### src/rtl/gf7_exp_ctrl.sv
// GF(2^7) exponentiation c = a^e (poly x^7+x+1), MSB-first square-and-multiply on one shared multiplier.
// Optional feature: define GF7_INV_EN to add the in_inv port (e_eff = 126 gives a^-1).

module gf7_mul (
  input  logic [6:0] a,
  input  logic [6:0] b,
  output logic [6:0] p
);
  logic [12:0] prod;

  // NOTE: combinational blocks use blocking '=' so each loop step sees the previous partial result.
  always_comb begin
    prod = '0;
    for (int i = 0; i < 7; i++) begin
      if (b[i]) prod = prod ^ ({6'b0, a} << i);
    end
    p = prod[6:0];
    // x^i = x^(i-7) * (x + 1) for i >= 7; terms never reach bit 7 again, so one pass suffices.
    for (int i = 7; i < 13; i++) begin
      if (prod[i]) begin
        p[i-7] = p[i-7] ^ 1'b1;
        p[i-6] = p[i-6] ^ 1'b1;
      end
    end
  end
endmodule

module gf7_exp_ctrl #(
  parameter int EXP_W = 7
) (
  input  logic             clk,
  input  logic             rst,
  input  logic             in_valid,
  output logic             in_ready,
  input  logic [6:0]       in_a,
  input  logic [EXP_W-1:0] in_e,
`ifdef GF7_INV_EN
  input  logic             in_inv,
`endif
  output logic             out_valid,
  input  logic             out_ready,
  output logic [6:0]       out_c,
  output logic             busy
);
  localparam int IDX_W = (EXP_W > 1) ? $clog2(EXP_W) : 1;

  typedef enum logic [1:0] {S_IDLE, S_SQR, S_MUL, S_DONE} state_t;

  state_t           state, state_nx;
  logic [6:0]       a_r, acc;
  logic [EXP_W-1:0] e_r, e_eff;
  logic [IDX_W-1:0] idx;
  logic             idx_dec;
  logic [6:0]       mul_b, mul_p;

`ifdef GF7_INV_EN
  assign e_eff = in_inv ? EXP_W'(126) : in_e;
`else
  assign e_eff = in_e;
`endif

  assign mul_b = (state == S_MUL) ? a_r : acc;

  gf7_mul u_mul (
    .a (acc),
    .b (mul_b),
    .p (mul_p)
  );

  // NOTE: every output of this block gets a default first so no path leaves it unassigned (no latch).
  always_comb begin
    state_nx = state;
    idx_dec  = 1'b0;
    unique case (state)
      S_IDLE: if (in_valid) state_nx = S_SQR;
      S_SQR: begin
        if (e_r[idx])            state_nx = S_MUL;
        else if (idx == '0)      state_nx = S_DONE;
        else                     idx_dec  = 1'b1;
      end
      S_MUL: begin
        if (idx == '0) state_nx = S_DONE;
        else begin
          state_nx = S_SQR;
          idx_dec  = 1'b1;
        end
      end
      S_DONE: if (out_ready) state_nx = S_IDLE;
      default: state_nx = S_IDLE;
    endcase
  end

  // NOTE: sequential state uses non-blocking '<=' so all registers update from pre-edge values.
  always_ff @(posedge clk) begin
    if (rst) begin
      state <= S_IDLE;
      a_r   <= '0;
      e_r   <= '0;
      acc   <= '0;
      idx   <= '0;
    end else begin
      state <= state_nx;
      case (state)
        S_IDLE: begin
          if (in_valid) begin
            a_r <= in_a;
            e_r <= e_eff;
            acc <= 7'h01;
            idx <= IDX_W'(EXP_W - 1);
          end
        end
        S_SQR, S_MUL: begin
          acc <= mul_p;
          if (idx_dec) idx <= idx - 1'b1;
        end
        default: ;
      endcase
    end
  end

  assign in_ready  = (state == S_IDLE);
  assign out_valid = (state == S_DONE);
  assign busy      = (state != S_IDLE);
  assign out_c     = acc;

endmodule

### config.mk
export PLATFORM = sky130hd
export DESIGN_NAME = gf7_exp_ctrl
export DESIGN_NICKNAME = d
export VERILOG_FILES = /design/src/rtl/gf7_exp_ctrl.sv
export SDC_FILE = /design/constraint.sdc
export NUM_CORES = 1
export LEC_CHECK = 0
export BUFFER_PORTS_ARGS = -buffer_cell sky130_fd_sc_hd__buf_2
export CAP_MARGIN = 20
export CORE_ASPECT_RATIO = 0.75
export CORE_MARGIN = 5
export CORE_UTILIZATION = 51
export CTS_BUF_LIST = sky130_fd_sc_hd__clkbuf_4
export CTS_CLUSTER_SIZE = 10
export DETAILED_ROUTE_END_ITERATION = 16
export GPL_TIMING_DRIVEN = 0
export PLACE_DENSITY = 0.71
export SYNTH_ARGS = -nofsm -noshare
export SYNTH_HDL_FRONTEND = slang
export SYNTH_SLANG_ARGS = --single-unit
### constraint.sdc
create_clock -name clk -period 4.6 [get_ports clk]
set_clock_uncertainty 0.05 [all_clocks]
set_input_delay 0.46 -clock clk [delete_from_list [all_inputs] [get_ports clk]]
set_output_delay 0.46 -clock clk [all_outputs]
set_load 0.02 [all_outputs]
==> results of run 1 <==
-- path summary, 6_finish.rpt --
check / startpoint / cells past startpoint / slack [ns] / endpoint
max reg2reg: state[0]$_SDFFE_PP0P_ / 12 / 2.13 / out_c[6]$_SDFFE_PP0P_
min reg2reg: e_r[0]$_SDFFE_PP0P_ / 2 / 0.42 / e_r[0]$_SDFFE_PP0P_
min: in_a[4] / 3 / 0.26 / a_r[4]$_SDFFE_PP0P_
max: state[0]$_SDFFE_PP0P_ / 12 / 2.13 / out_c[6]$_SDFFE_PP0P_
-- flip-flops by register name, summed over array words and instances (netlist names) --
signal,cells
a_r,7
e_r,7
idx,3
out_c,7
state,2
-- cell families (layout without fill, tap and decap cells) --
family | count (synthesis) | in the layout
AND/OR/NAND/NOR | 114 | 114
AO/OA/AOI/OAI | 76 | 76
buffers and inverters | 39 | 70
XOR/XNOR | 33 | 33
flip-flops | 26 | 26
multiplexers | 16 | 16
adder cells (fa/ha/maj) | 7 | 7
-- synth_stat cells (4+ instances only) --
| library cell | instances | share of area |
|---|---|---|
| nand4_1 | 5 | 0.013 |
| xnor2_1 | 21 | 0.079 |
| a21oi_1 | 27 | 0.058 |
| mux2i_1 | 9 | 0.039 |
| nand2b_1 | 9 | 0.024 |
| nor2_1 | 13 | 0.021 |
| mux2_4 | 4 | 0.026 |
| ha_1 | 7 | 0.038 |
| nand3_1 | 8 | 0.017 |
| buf_6 | 4 | 0.019 |
| clkbuf_1 | 6 | 0.0097 |
| buf_2 | 16 | 0.034 |
| dfxtp_1 | 26 | 0.22 |
| nand2_1 | 66 | 0.11 |
| inv_1 | 13 | 0.021 |
| xor2_1 | 11 | 0.041 |
| o21ai_0 | 10 | 0.022 |
| a22o_1 | 7 | 0.026 |
| a21o_1 | 5 | 0.016 |
| o211ai_1 | 4 | 0.013 |
-- cell type report --
class                           count  area (sq um)
Inverter                           13          48.8
Clock buffer                        3          22.5
Buffer                             26           148
Timing Repair Buffer               27           135
Fill cell                         431          1860
Multi-Input combinational cell    246          1610
Clock inverter                      1          30.0
Tap cell                           57          71.3
Sequential cell                    26           520
-- worst min-delay path: stages --
cell     delay [ns]
buf_2          0.10
nand2_1        0.04
a21oi_1        0.05
-- power by group through the flow --
stage	Sequential, mW	Combinational (mW)	Clock, mW
finish	0.300	0.522	0.169
global route	0.307	0.583	0.180
CTS	0.301	0.516	0.170
detailed placement	0.306	0.514	0
global placement	0.304	0.507	0
floorplan	0.302	0.391	0
-- layer usage --
metal / up-vias / GRT usage / wire length (microns)
li1: 1123 / - / -
met1: 1058 / 0.309 / 3050
met2: 68 / 0.331 / 2550
met3: 9 / 0.0409 / 407
met4: 0 / 0.0441 / 69
met5: - / 0 / 0
==> summary by stage, run 1 <==
Layout
Measured on the finished design, the core utilization comes to 0.582. Leaving out filler cells and counting taps, the final layout contains between 300 and 400. Of the cells placed in the final design, the portion with a size suffix greater than 1 is 0.199. The repair_antennas step left the layout with diodes totalling 0. The synthesis-to-finish area growth is 11.1%.

The finished cells cover between 0.002 and 0.003 sq mm. The count of nets after finishing is about 370. Leaving out fill and tap cells, the most frequent cell in the layout is nand2_1. The library cells used most frequently in the layout, excluding fill and tap cells, are nand2_1, buf_2, a21oi_1, dfxtp_1, xnor2_1.

Place
During placement, the flow inserted port buffers numbering 27. In this run, placement finished with an instance count of between 300 and 400. The placement-stage cell area is 0.00253 sq mm. At the placement stage, the worst setup path has a slack of about 2.2 ns.

The estimated wirelength of the detail-placed design is roughly 4600 microns. The global placement routability congestion is slightly below 0.9.

Global route
The number of global-route vias before repair is around 2100. The number of antenna violations at the first check in global routing is 0. The leftover overflow at the end of global routing is 0. For this run, the total global-route usage over all layers was measured as 0.214. The maximum number of pins on one net before global-route repair is 16. The first global-routing pass estimated roughly 10000 microns of wire.

STA
The smallest clock period supported by the final layout is computed as ~2.5 ns. The worst pin sits at a relative slew slack of 0.626. The worst path setup slack after routing is ~2.1 ns. The maximum clock frequency is a little over 400 MHz.

Setup repair after global routing left no endpoint under its margin. The worst hold margin is 0.264 ns. The total count of hold-check failures in the final report is 0. In the finished design, the share of the clock period the worst path needs comes to 0.536. Adding up every negative setup slack in the final design gives 0 ns. Setup violations remaining at the end of the flow were counted as 0.

The count of pins over their slew limit is 0. At the pin with the least slew margin, the transition time is about 0.56 ns.

Routing
In this run the remaining antenna-violating nets after routing total 0. The total via count in the routed design is 2258. The detailed router's first-iteration violation count is about 180. In the routed layout, each cell is associated on average with a via count of roughly 5.7. The detailed-router iteration count before antenna repair is 5. After detailed routing, the average wire length per cell comes to 15.2 microns. The aggregate routed wire length is between 6000 and 7000 microns. The detailed-route DRC error count is 0.

Power and ir drop
The part of the power in the clock network is 0.170. The total power per unit cell area is approximately 380 mW/mm^2. The largest vdd supply drop is about 0.22 mV. Summed over all cells, the static leakage comes to 1.05 nW. The sequential fraction of design power is 0.303.

The switching power summed over all nets is roughly 0.45 mW. Of the total power, the share spent switching nets is 0.450. The internal power is between 0.5 and 0.6 mW. The share of total power in combinational logic is 0.527. The design draws a little under 1 mW.

Clocking
Buffers inserted to repair hold after CTS numbered 0. Buffers inserted during clock tree synthesis total 3. Clock latency on the worst-skew pair, taken at its later pin, is roughly 0.35 ns. The clock-pin slew reported for the worst setup and hold paths after clock tree synthesis is approximately 0.17 ns.

The clock tree from TritonCTS is built. The count of clock tree sinks is 26. CTS built an H-tree with a depth of 1. The root buffer selected by CTS is clkbuf_4. Post-CTS repair changed the size of 0 cells. The post-CTS setup-driven buffer insertion count is 0.

Counting along the longest clock path gives a buffer depth of 2.

Synth
The Yosys step of the flow raised 0 warnings. The complex-gate fraction of the synthesized area is 0.219. Of all flip-flops after synthesis, the portion carrying an async set or reset was 0. Of the total synthesized cell area, the portion taken by AND, OR, NAND and NOR gates is 0.221. The most used flip-flop cell after synthesis is dfxtp_1. The area share of fa/ha/maj cells after synthesis is 0.0377.

For this run, the register share of the synthesized area comes to 0.224. After synthesis, the largest family of logic cells by area is simple AND/OR/NAND/NOR gates. The average instance area after synthesis is between 7 and 8 sq um. Measured against the total synthesized area, the mux share comes to 0.0839.

Counting distinct cell types in the post-synthesis netlist gives 44. The area of the mapped netlist is around 0.0023 sq mm. Of the total synthesized cell area, the portion taken by XOR and XNOR cells is 0.130. Counting every instance in the synthesized netlist gives between 300 and 400.

The total nets after synthesis is between 300 and 400. Counting flops with a built-in enable in the synthesized netlist gives 0. In this run, synthesis produced a sequential element count of 26.

Critical path
The worst setup path is of the flop to flop kind. STA puts the critical path data required time at around 4.8 ns. The critical-path cell with the highest stage delay is dfxtp_1. In this run the worst path has a maximum fanout of 10. The count of buffer and inverter cells on the critical path is 4. The largest single stage delay on the critical path is 0.39 ns. Data arrives at the worst endpoint at between 2 and 3 ns.

STA classifies the critical path endpoint as a flop. The worst setup path is launched from a flop. The signal on the critical path passes through inv_1, ha_1, buf_6, buf_6, buf_2, nand2_1, a21boi_1, xor2_1, xnor2_1, xnor2_1, a22oi_1, nor2_1.

The critical path's top delay family is buffers and inverters.

Die
For this configuration, the core starts out at a cell density of 0.524. For this design the top-level I/O count stands at 28. The die is 68.5 microns tall. The row count is 21.

The region available for standard cell placement spans about 0.0044 sq mm. The die is around 88 microns wide. The floorplan step defined a die boundary enclosing 0.00603 sq mm.

Outcome
The flow ran to the end, and the final reports show no timing, DRC or antenna violations.

Flow run
The max-cap violation count is 0.

Min path
The path category of the worst min-delay check is primary input to flop.
Power figures use the tool's default switching activity.
==> inputs of run 2 (changes only) <==
--- a/config.mk
+++ b/config.mk
@@ -14,7 +14,7 @@
 export CTS_CLUSTER_SIZE = 10
 export DETAILED_ROUTE_END_ITERATION = 16
 export GPL_TIMING_DRIVEN = 0
-export PLACE_DENSITY = 0.71
+export PLACE_DENSITY = 0.74
 export SYNTH_ARGS = -nofsm -noshare
 export SYNTH_HDL_FRONTEND = slang
 export SYNTH_SLANG_ARGS = --single-unit
==> constraint.sdc (replaced) <==
create_clock -name clk -period 2 [get_ports clk]
set_clock_uncertainty 0.05 [all_clocks]
set_input_delay 0.2 -clock clk [delete_from_list [all_inputs] [get_ports clk]]
set_output_delay 0.2 -clock clk [all_outputs]
set_load 0.02 [all_outputs]
==> summary by stage, run 2 (synthesis gave the netlist of run 1 again) <==
Layout
The number of filler instances in the final layout is roughly 380. The finished layout holds 410 standard cells, fillers aside. Of the cells placed in the final design, the portion with a size suffix greater than 1 is 0.360. The number of antenna diodes in the final layout is 0. For this run, the post-layout net count is 379. The commonest non-fill, non-tap cell in the layout is nand2_1.

The library cells used most frequently in the layout, excluding fill and tap cells, are nand2_1, buf_2, a21oi_1, dfxtp_1, buf_4. From synthesis to final layout, the design area changed by 29.7%. The final design area excluding fillers is between 0.003 and 0.004 sq mm.

Die
The number of top-level pins is 28. The floorplan step defined a die boundary enclosing 0.00603 sq mm. The placeable core region is 0.00444 sq mm. The die width is between 80 and 90 microns. From bottom edge to top edge, the die measures around 68 microns. The starting density of the core is 0.524. In this run the core area contains 21 standard-cell rows.

Power and ir drop
The largest vdd supply drop is just over 0.5 mV. After layout, the design draws a total of 2.54 mW. For this design the static power due to leakage is roughly 1.3 nW.

The total power per unit cell area is approximately 840 mW/mm^2.

STA
The measured slew at the worst slew-check pin is 0.489 ns. Across all hold checks on the routed design, the worst slack comes to ~0.021 ns. The headroom to the max-slew limit is 0.674. The smallest clock period supported by the final layout is computed as 2.18 ns.

The count of pins over their slew limit is 0. The total count of hold-check failures in the final report was 0. The total negative slack is -0.675 ns. After layout, the worst setup slack is -0.176 ns. The total of endpoints with negative setup slack in the final report is 6. The final worst-path cycle share is 1.09. The maximum clock frequency is roughly 460 MHz. Setup repair after global routing could not meet its margin everywhere.

Routing
The highest metal layer carrying signal wires in the routed design is met4. The detailed router's first-iteration violation count is roughly 230. The first TritonRoute pass finished after 6 iterations.

Dividing the detail-routed via count by the number of cells gives a little under 6. The detailed-route DRC error count is 0. Wires add up to about 6500 microns. Detailed routing placed a total of just under 600 microns of wire on met3.

The number of antenna-violating nets in the routed design is 0. The wire length per cell is approximately 16 microns. The final route contains 2411 vias. The met2 wire length is 2950 microns. The sum of routed wire segments on met1 is about 2900 microns.

Global route
The overall fraction of global-route tracks in use is 0.225. The leftover overflow at the end of global routing is 0. The number of global-route vias before repair came to ~2200. Entering global routing, the biggest net connects 16 pins. The first global-routing pass estimated between 10000 and 15000 microns of wire. The number of antenna violations at the first check in global routing is 0.

Clocking
At the later pin of the worst-skew pair, clock insertion delay measures approximately 0.35 ns. No sink is reached through more buffers than the 2 on the longest clock path. The count of clock tree sinks is 26. In this run, CTS created clock tree buffers numbering 3.

The number of hold buffers added after cts is 0. The number of levels in the clock H-tree is 1. The clock-pin slew reported for the worst setup and hold paths after clock tree synthesis is between 0.15 and 0.2 ns. The clock tree from TritonCTS is built. The root buffer selected by CTS is clkbuf_4.

Critical path
For the worst setup path, the data arrival time is 2.37 ns. By startpoint and endpoint, the worst setup path is classified as flop to flop. Setup slack on the worst reg-to-reg path comes out at -0.18 ns.

The maximum fanout encountered on the critical timing path is 6. The worst path required time is about 2.2 ns. The critical path launch point type is a flop.

The worst setup path is captured at a flop.

Place
The number of I/O port buffers is 27. The congestion estimate from routability-driven global placement came to ~0.90. Once placement finished, the instance area stood at between 0.002 and 0.003 sq mm. The number of placed instances, taps included, is roughly 400.

The estimated wirelength of the detail-placed design is between 4000 and 5000 microns.

Outcome
The flow ran to the end, but the final reports show violations. The checks that failed: setup timing.

Flow run
The tool flagged a number of max-cap violations equal to 0.

Min path
The path category of the worst min-delay check is primary input to flop.
## run 2: changes by cell type in the layout (fill, tap and decap cells not counted), moves of 3 or more
cell	before	now
buf_4	0	14
xnor2_1	21	10
nand2_1	66	57
xnor2_2	0	8
buf_2	43	37
dfxtp_1	26	20
nand2_2	3	9
dfxtp_2	0	4
xor2_1	11	7
ha_1	7	4
nand2_4	0	3
xnor2_4	0	3
## run 2: power by group
part           switching (mW)  total [mW]  leakage, nW  internal (mW)
Sequential             0.0794       0.706        0.216          0.626
Combinational           0.859        1.44         1.03          0.582
Clock                   0.186       0.389       0.0279          0.203
## run 2: final cells by class
class | instances | area, sq um | share of cell area
Inverter | 13 | 51.3 | 0.0170
Clock buffer | 3 | 22.5 | 0.00746
Timing Repair Buffer | 42 | 259 | 0.0858
Clock inverter | 1 | 30.0 | 0.00995
Buffer | 22 | 145 | 0.0481
Sequential cell | 26 | 533 | 0.177
Tap cell | 57 | 71.3 | 0.0236
Multi-Input combinational cell | 246 | 1910 | 0.631
## run 2: metrics by stage
stage	util	setup slack, ns
after CTS	0.629	-0.128
after global routing	0.680	-0.214
after global placement	0.585	-0.203
final	0.680	-0.176
after floorplan	-	-0.00676
after detailed placement	0.585	-0.267
## run 2: path summary, 6_finish.rpt
kind                              start               endpoint  cells past startpoint
setup / recovery  state[0]$_SDFFE_PP0P_  out_c[2]$_SDFFE_PP0P_                      9
hold / removal                      rst  out_c[0]$_SDFFE_PP0P_                      2
setup reg to reg  state[0]$_SDFFE_PP0P_  out_c[2]$_SDFFE_PP0P_                      9
hold reg to reg     e_r[2]$_SDFFE_PP0P_    e_r[2]$_SDFFE_PP0P_                      2
## run 2: metal layers
metal  GRT usage  vias up
li1            -     1150
met3      0.0277       19
met2       0.368      130
met4      0.0364        0
met1       0.323     1112
met5           0        -
## run 2: worst max-delay path, stage by stage (launching register included)
cell,delay [ns]
dfxtp_4,0.39
inv_4,0.07
ha_4,0.21
mux2_4,0.36
nand2_2,0.11
xor2_4,0.20
xnor2_4,0.18
xnor2_2,0.17
xnor2_1,0.12
a22o_1,0.20
## run 2: repair_timing
action                     CTS  global route
pin swaps                   23            21
cloned                       1             0
gates resized for setup     23            42
setup endpoints to repair    8            10
hold endpoints to repair     0             0
buffers inserted             8             7
